===== src/rtl/wb_interrupt_ctrl.sv =====
// Wishbone interrupt controller: edge-captured pending bits, enable mask, lowest-index dispatch to the core.
// Bus ack/err one cycle after request, no wait states; trigger follows a visible pending bit by one cycle.
module wb_interrupt_ctrl #(
    parameter int XLEN         = 32,
    parameter int INT_VECT_LEN = 8
) (
    input  logic                    clk_i,
    input  logic                    reset_i,
    input  logic [XLEN-1:0]         slave_dat_i,
    output logic [XLEN-1:0]         slave_dat_o,
    input  logic [XLEN-3:0]         adr_i,
    input  logic                    cyc_i,
    input  logic                    stb_i,
    input  logic                    we_i,
    input  logic [3:0]              sel_i,
    output logic                    ack_o,
    output logic                    err_o,
    input  logic [INT_VECT_LEN-1:0] irq_i,
    output logic                    interrupt_trigger_o,
    output logic [XLEN-1:0]         interrupt_vector_offset_o,
    input  logic                    interrupt_routine_complete_i
);

    localparam logic [1:0] REG_PENDING = 2'd0;
    localparam logic [1:0] REG_ENABLE  = 2'd1;
    localparam logic [1:0] REG_STATUS  = 2'd2;
    localparam logic [1:0] REG_SWTRIG  = 2'd3;

    typedef enum logic [1:0] {
        IDLE,
        TRIGGER,
        SERVICE
    } state_t;

    state_t                  state;
    state_t                  state_nxt;
    logic [INT_VECT_LEN-1:0] pending;
    logic [INT_VECT_LEN-1:0] enable;
    logic [INT_VECT_LEN-1:0] irq_q;
    logic [INT_VECT_LEN-1:0] irq_rise;
    logic [INT_VECT_LEN-1:0] lane_mask;
    logic [INT_VECT_LEN-1:0] wdat;
    logic [INT_VECT_LEN-1:0] qualified;
    logic [INT_VECT_LEN-1:0] dispatch_oh;
    logic [INT_VECT_LEN-1:0] set_bits;
    logic [INT_VECT_LEN-1:0] clr_bits;
    logic [7:0]              active_idx;
    logic [7:0]              next_idx;
    logic [1:0]              reg_sel;
    logic                    req;
    logic                    wr;
    logic                    status_wr;
    logic                    in_service;
    logic [XLEN-1:0]         rdata;
    logic                    unused_bits;

    assign reg_sel   = adr_i[1:0];
    // Blocking on err_o as well as ack_o keeps every response a single-cycle pulse.
    assign req       = cyc_i & stb_i & ~ack_o & ~err_o;
    assign wr        = req & we_i;
    assign status_wr = wr & (reg_sel == REG_STATUS);
    assign in_service = (state != IDLE);
    assign qualified = pending & enable;
    assign irq_rise  = irq_i & ~irq_q;
    assign unused_bits = ^{adr_i[XLEN-3:2], slave_dat_i};

    always_comb begin
        lane_mask = '0;
        for (int i = 0; i < INT_VECT_LEN; i++) begin
            lane_mask[i] = sel_i[2'(i >> 3)];
        end
    end

    assign wdat = slave_dat_i[INT_VECT_LEN-1:0] & lane_mask;

    // Set sources are OR-ed in after clears so a coincident set always wins.
    assign set_bits = irq_rise | ((wr && reg_sel == REG_SWTRIG) ? wdat : '0);
    assign clr_bits = ((wr && reg_sel == REG_PENDING) ? wdat : '0) | dispatch_oh;

    always_ff @(posedge clk_i) begin
        if (reset_i) begin
            state <= IDLE;
        end else begin
            state <= state_nxt;
        end
    end

    always_comb begin
        state_nxt   = state;
        next_idx    = active_idx;
        dispatch_oh = '0;
        case (state)
            IDLE: begin
                if (|qualified) begin
                    for (int i = INT_VECT_LEN - 1; i >= 0; i--) begin
                        if (qualified[i]) begin
                            next_idx = 8'(i);
                        end
                    end
                    dispatch_oh = INT_VECT_LEN'(1) << next_idx;
                    state_nxt   = TRIGGER;
                end
            end
            TRIGGER: state_nxt = SERVICE;
            SERVICE: begin
                if (interrupt_routine_complete_i) begin
                    state_nxt = IDLE;
                end
            end
            default: state_nxt = IDLE;
        endcase
    end

    always_comb begin
        rdata = '0;
        case (reg_sel)
            REG_PENDING: rdata = XLEN'(pending);
            REG_ENABLE:  rdata = XLEN'(enable);
            REG_STATUS: begin
                rdata[XLEN-1] = in_service;
                rdata[7:0]    = active_idx;
            end
            default:     rdata = '0;
        endcase
    end

    always_ff @(posedge clk_i) begin
        if (reset_i) begin
            pending     <= '0;
            enable      <= '0;
            irq_q       <= '0;
            active_idx  <= '0;
            ack_o       <= 1'b0;
            err_o       <= 1'b0;
            slave_dat_o <= '0;
        end else begin
            irq_q      <= irq_i;
            pending    <= (pending & ~clr_bits) | set_bits;
            active_idx <= next_idx;
            if (wr && reg_sel == REG_ENABLE) begin
                enable <= (enable & ~lane_mask) | wdat;
            end
            ack_o       <= req & ~status_wr;
            err_o       <= status_wr;
            slave_dat_o <= req ? rdata : '0;
        end
    end

    assign interrupt_trigger_o       = (state == TRIGGER);
    assign interrupt_vector_offset_o = XLEN'({active_idx, 2'b00});

endmodule


===== config.mk =====
export PLATFORM = sky130hd
export DESIGN_NAME = wb_interrupt_ctrl
export DESIGN_NICKNAME = d
export VERILOG_FILES = /design/src/rtl/wb_interrupt_ctrl.sv
export SDC_FILE = /design/constraint.sdc
export NUM_CORES = 1
export LEC_CHECK = 0
export BUFFER_PORTS_ARGS = -buffer_cell sky130_fd_sc_hd__buf_4
export CAP_MARGIN = 10
export CORE_ASPECT_RATIO = 2
export CORE_MARGIN = 5
export CORE_UTILIZATION = 46
export CTS_CLUSTER_SIZE = 24
export DETAILED_ROUTE_END_ITERATION = 8
export HOLD_SLACK_MARGIN = 0.06
export PLACE_DENSITY = 0.94
export SYNTH_ARGS = -nofsm -noshare
export SYNTH_HDL_FRONTEND = slang
export SYNTH_SLANG_ARGS = --single-unit

===== constraint.sdc =====
create_clock -name clk_i -period 2.1 [get_ports clk_i]
set_clock_uncertainty 0.05 [all_clocks]
set_input_delay 0.105 -clock clk_i [delete_from_list [all_inputs] [get_ports clk_i]]
set_output_delay 0.105 -clock clk_i [all_outputs]
set_load 0.005 [all_outputs]

# Word level (Yosys, flattened, before mapping)
# Index checks and enable logic that the tools add are counted.
[classes]
n_eq_ne = 7
n_shift = 1
n_mux = 18
n_bitwise = 23
n_reduce_logical = 11
[ops]
columns = ["operator", "n"]
rows = [
  ["two-way mux 8 bit", 14],
  ["bitwise AND 8 bit", 5],
  ["bitwise OR 8 bit", 4],
  ["inverter 8 bit", 3],
  ["case mux 8 bit (3 select lines)", 1],
  ["OR reduction 8 bit", 1],
  ["left shift 1 x 8 -> 8 bit, first input constant", 1],
  ["bitwise AND 1 bit", 6],
  ["equality test 2 bit, second input constant", 3],
  ["case mux 2 bit (3 select lines)", 1],
  ["inverter 1 bit", 5],
  ["equality test 2 x 1 -> 1 bit, second input constant", 2],
  ["zero test 2 bit", 2],
  ["two-way mux 2 bit", 2],
  ["inequality test 2 bit, second input constant", 2],
  ["AND reduction 2 bit", 2],
  ["logical AND 1 bit", 3],
  ["OR reduction 3 bit", 1],
  ["nonzero test 2 bit", 1],
  ["OR reduction 2 bit", 1],
]
[totals]
reg_bits = 68
in_bits = 80
out_inout_bits = 67

# Logic depth before layout (Yosys ltp)
[logic_depth]
word_depth = 18
depth_mapped = 6

# Least setup slack after synthesis
# OpenSTA, ideal clock, no wires.
[synth_path]
kind = "register to register"
startpoint = "register pending[0]"
endpoint = "register pending[6]"
arrival_time_ns = 1.201
required_time_ns = 1.916
slack_ns = 0.715
path_stages_with_launch = 5
path_buffers = 0
synth_period_minus_slack_ns = 1.385
cell_sequence = "dfxtp_1 a211oi_2 nand3_1 a2111oi_2 o22ai_1"
[synth_between]
elab_chain_cells = 11
elab_cells_between_ends = 12
[synth_lines]
columns = ["element", "line_no", "text"]
rows = [
  ["start: declaration", "37", "logic [INT_VECT_LEN-1:0] pending;"],
  ["start signal: assignment", "138", "pending <= (pending & ~clr_bits) | set_bits;"],
  ["bitwise AND 8 bit (*)", "63", "assign qualified = pending & enable;"],
  ["two-way mux 8 bit", "96", "if (qualified[i]) begin"],
  ["two-way mux 8 bit", "94", "if (|qualified) begin"],
  ["two-way mux 8 bit", "92", "case (state)"],
  ["left shift 1 x 8 -> 8 bit", "100", "dispatch_oh = INT_VECT_LEN'(1) << next_idx;"],
  ["two-way mux 8 bit (*)", "94", ""],
  ["two-way mux 8 bit (*)", "92", ""],
  ["bitwise OR 8 bit (*)", "78", "assign clr_bits = ((wr && reg_sel == REG_PENDING) ? wdat : '0) | dispatch_oh;"],
  ["inverter 8 bit (*)", "138", ""],
  ["bitwise AND 8 bit (*)", "138", ""],
  ["bitwise OR 8 bit (*)", "138", ""],
]
# Every way passes the cells marked *; elsewhere a longest branch is shown, timed or not. The select of a mux whose other input is x is not followed.
# A chain may end at the register's enable or synchronous reset.

# Worst setup path after layout
[layout_path]
startpoint = "register err_o"
endpoint = "register pending[1]"
[layout_between]
elab_chain_cells = 9
elab_cells_between_ends = 12
[layout_lines]
columns = ["element", "line_no", "text"]
rows = [
  ["start: declaration", "17", "output logic err_o,"],
  ["start signal: assignment", "144", "err_o <= status_wr;"],
  ["inverter 1 bit (*)", "59", "assign req = cyc_i & stb_i & ~ack_o & ~err_o;"],
  ["bitwise AND 1 bit (*)", "59", ""],
  ["bitwise AND 1 bit (*)", "60", "assign wr = req & we_i;"],
  ["logical AND 1 bit", "78", ""],
  ["two-way mux 8 bit", "78", ""],
  ["bitwise OR 8 bit", "78", ""],
  ["inverter 8 bit", "138", ""],
  ["bitwise AND 8 bit", "138", ""],
  ["bitwise OR 8 bit (*)", "138", ""],
]
# Every way passes the cells marked *; elsewhere a longest branch is shown, timed or not.

==> results.toml <==
[worst_setup_path]
critical-path-slowest-cell = "nor4_4"
worst-endpoint-arrival_ns = 1.75
cp_top_family = "simple AND/OR/NAND/NOR gates"
worst-r2r-cell-count = 4
crit_path_end_kind = "flop"
cp-start-kind = "flop"
cp_num_buf_inv = 0
rr_endpoint = "pending[1]"
rr_startpoint = "err_o"
crit_fanout = 8
crit_chain = "nand4bb_4 > nor4_4 > a221o_1 > a21oi_1"
regToRegSetupSlack_ns = 0.48
path_class = "flop to flop"
crit_required_ns = 2.23
max_stage_delay_ns = 0.54

[synth]
synth-seq-cells = 45
async_reset_ff_share_pct = 0
synthMuxAreaShare_pct = 6.74
ys_seq_area_share_pct = 37.9
synth.most_common_cell = "buf_4"
synth_cell_types = 43
synthSimpleGateAreaFrac_pct = 20.4
synth_common_cells = "47 x buf_4, 45 x dfxtp_1, 33 x nor2_1"
synth_top_family_by_area = "simple AND/OR/NAND/NOR gates"
synth_compound_gate_area_share_pct = 16.7
synth.area.top_cells = "dfxtp_1 38%, buf_4 15%, mux2i_1 6.7%"
synth_flop_cell = "dfxtp_1"
synth-edff-count = 0
yosys.area_share.xor_xnor_pct = 0
avgSynthCellArea_um2 = 9.10
yosys.area.top_type = "dfxtp_1"
synth_area_um2 = 2380
yosys_warnings = 0
yosysTopAreaCellShare_pct = 37.9
syn_inst = 261
synth_fa_ha_area_share_pct = 0

[power]
pwr-share-seq_pct = 53.2
p_switching_w = 0.000425
comb_power_share_pct = 12.1
irDropWorstVdd_mv = 0.445
power_frac_clock_pct = 34.7
p_sw_share_pct = 24.9
p_int_w = 0.00128
p_per_area_nw_per_um2 = 597
p_leak_nw = 1.23

[clocking]
numCtsBuffers = 5
cts_max_path_buffers = 2
tritoncts = "done"
clock_latency_ns = 0.31
ctsRootBufferMaster = "clkbuf_8"
path_clk_slew_ns = 0.08
post_cts_resized = 0
ctsHtreeMaxLevel = 2
cts_sinks = 45
post_cts_buffers = 0

[grt]
grt_pass1_wl_um = 8340
grt_use_total_pct = 15.9
grt_start_max_net_pins = 38
grt_pass1_vias = 1872
overflow = 0
grt_antenna_before_repair = 0

[sta]
setup_viol = 0
hold_violations = 0
relSlewSlack_pct = 61.6
fin_crit_sh_pct = 76.9
rsz0062_at_grt = "no"
worst_pin_slew_ns = 0.571
setup_ws_ns = 0.485
whs_ns = 0.122
max_freq_ghz = 0.619
fin_tns_setup_ns = 0
drv_slew = 0
period_minus_slack_ns = 1.62

[placed_design]
pre_cts_ws_ns = 0.489
hpwl_um = 3850
place_inst = 356
place.gp.congestion = 0.972
portBuffers = 44

[worst_hold_path]
hold_path.startpoint = "adr_i[1]"
hold_path_class = "input pin to flop"
hold_path_end = "err_o"
holdPathStages = 3

[layout]
nNetsFinal = 404
antennaDiodeCount = 0
area_growth_pct = 20.3
stdcell_count = 383
num-fill-cells = 466
layout-drive-gt1-share_pct = 20.6

[detailed_routing]
wl_per_cell_um = 13.6
vias_per_cell = 5.03
vias = 1926
routed_wirelength_um = 5220
drc = 0
ant_nets = 0
drt-pass1-iter-count = 4
detail_route.iter0.violations = 53

[floorplanning]
rows = 37
die_w_um = 60.8
ios = 147
die_area_um2 = 6790
coreArea_um2 = 5090
die_y_um = 112
start_util_pct = 46.7

[status]
status = "complete, no violations"

[run]
maxCapViolCount = 0
per-layer routing:
metal | up-vias | GRT usage, % | wire length (um)
li1 | 933 | - | -
met5 | - | 0 | 0
met1 | 891 | 16.3 | 1860
met3 | 12 | 2.90 | 458
met2 | 90 | 28.5 | 2740
met4 | 0 | 8.68 | 157
how the worst max path moves through the flow:
stage	cells after the start	end	startpoint	slack (ns)
final	4	pending[1]	err_o	0.48
after global routing	4	active_idx[5]	pending[5]	0.39
after CTS	4	pending[1]	err_o	0.47
after detailed placement	4	pending[1]	err_o	0.49
after global placement	4	pending[1]	err_o	0.49
after floorplan	4	pending[6]	pending[0]	0.72
stage by stage:
stage          cell area (um^2)  power, W  util (%)
6_report                   2860   0.00171      56.1
5_1_grt                    2860   0.00178      56.1
4_1_cts                    2860   0.00171      56.1
3_5_place_dp               2570   0.00110      50.4
3_3_place_gp               2570   0.00110      50.4
2_1_floorplan              2550   0.00110         -
cells in the final DEF (no fill, tap or decap), types with 2 or more instances in the layout:
master | Yosys | routed
conb_1 | 1 | 47
buf_4 | 47 | 47
dfxtp_1 | 45 | 45
nor2_1 | 33 | 33
a21oi_1 | 27 | 27
dlygate4sd3_1 | 0 | 19
nor2b_1 | 18 | 18
mux2i_1 | 16 | 16
clkbuf_8 | 0 | 7
and2_1 | 6 | 6
inv_1 | 6 | 6
nand2_1 | 5 | 5
a211o_1 | 4 | 4
o22ai_1 | 4 | 4
nand3b_1 | 3 | 3
nand3_1 | 3 | 3
a22o_1 | 3 | 3
a22oi_1 | 3 | 3
or2_1 | 2 | 2
a22oi_2 | 2 | 2
nand2b_1 | 2 | 2
o2bb2ai_1 | 2 | 2
a221o_1 | 2 | 2
power groups by stage:
| stage | registers [W] | logic [W] | clock network, W |
|---|---|---|---|
| floorplan | 0.000920 | 0.000178 | 0 |
| global placement | 0.000925 | 0.000171 | 0 |
| detailed placement | 0.000926 | 0.000176 | 0 |
| CTS | 0.000906 | 0.000205 | 0.000604 |
| global route | 0.000909 | 0.000234 | 0.000641 |
| finish | 0.000907 | 0.000207 | 0.000592 |
timing repair:
item                       4_1_cts  5_1_grt
hold endpoints to repair        27        0
hold buffers                    19        0
setup endpoints to repair        0        0
worst register-to-register path, stage by stage (launching register included):
cell,delay (ns)
dfxtp_1,0.32
nand4bb_4,0.28
nor4_4,0.54
a221o_1,0.25
a21oi_1,0.06
cell families (layout without fill, tap and decap cells):
logic type             count (synthesis)  after routing
AO/OA/AOI/OAI                         55             55
AND/OR/NAND/NOR                       82             82
flip-flops                            45             45
multiplexers                          16             16
buffers and inverters                 62             80
other                                  1             47
layout make-up:
cell class	instances	area (um^2)	share of cell area [%]
Sequential cell	45	901	31.5
Tap cell	58	72.6	2.54
Clock inverter	1	5.00	0.175
Clock buffer	7	96.3	3.37
Inverter	6	22.5	0.788
Multi-Input combinational cell	200	1220	42.6
Timing Repair Buffer	66	543	19.0
(Power assumes the default switching activity.)
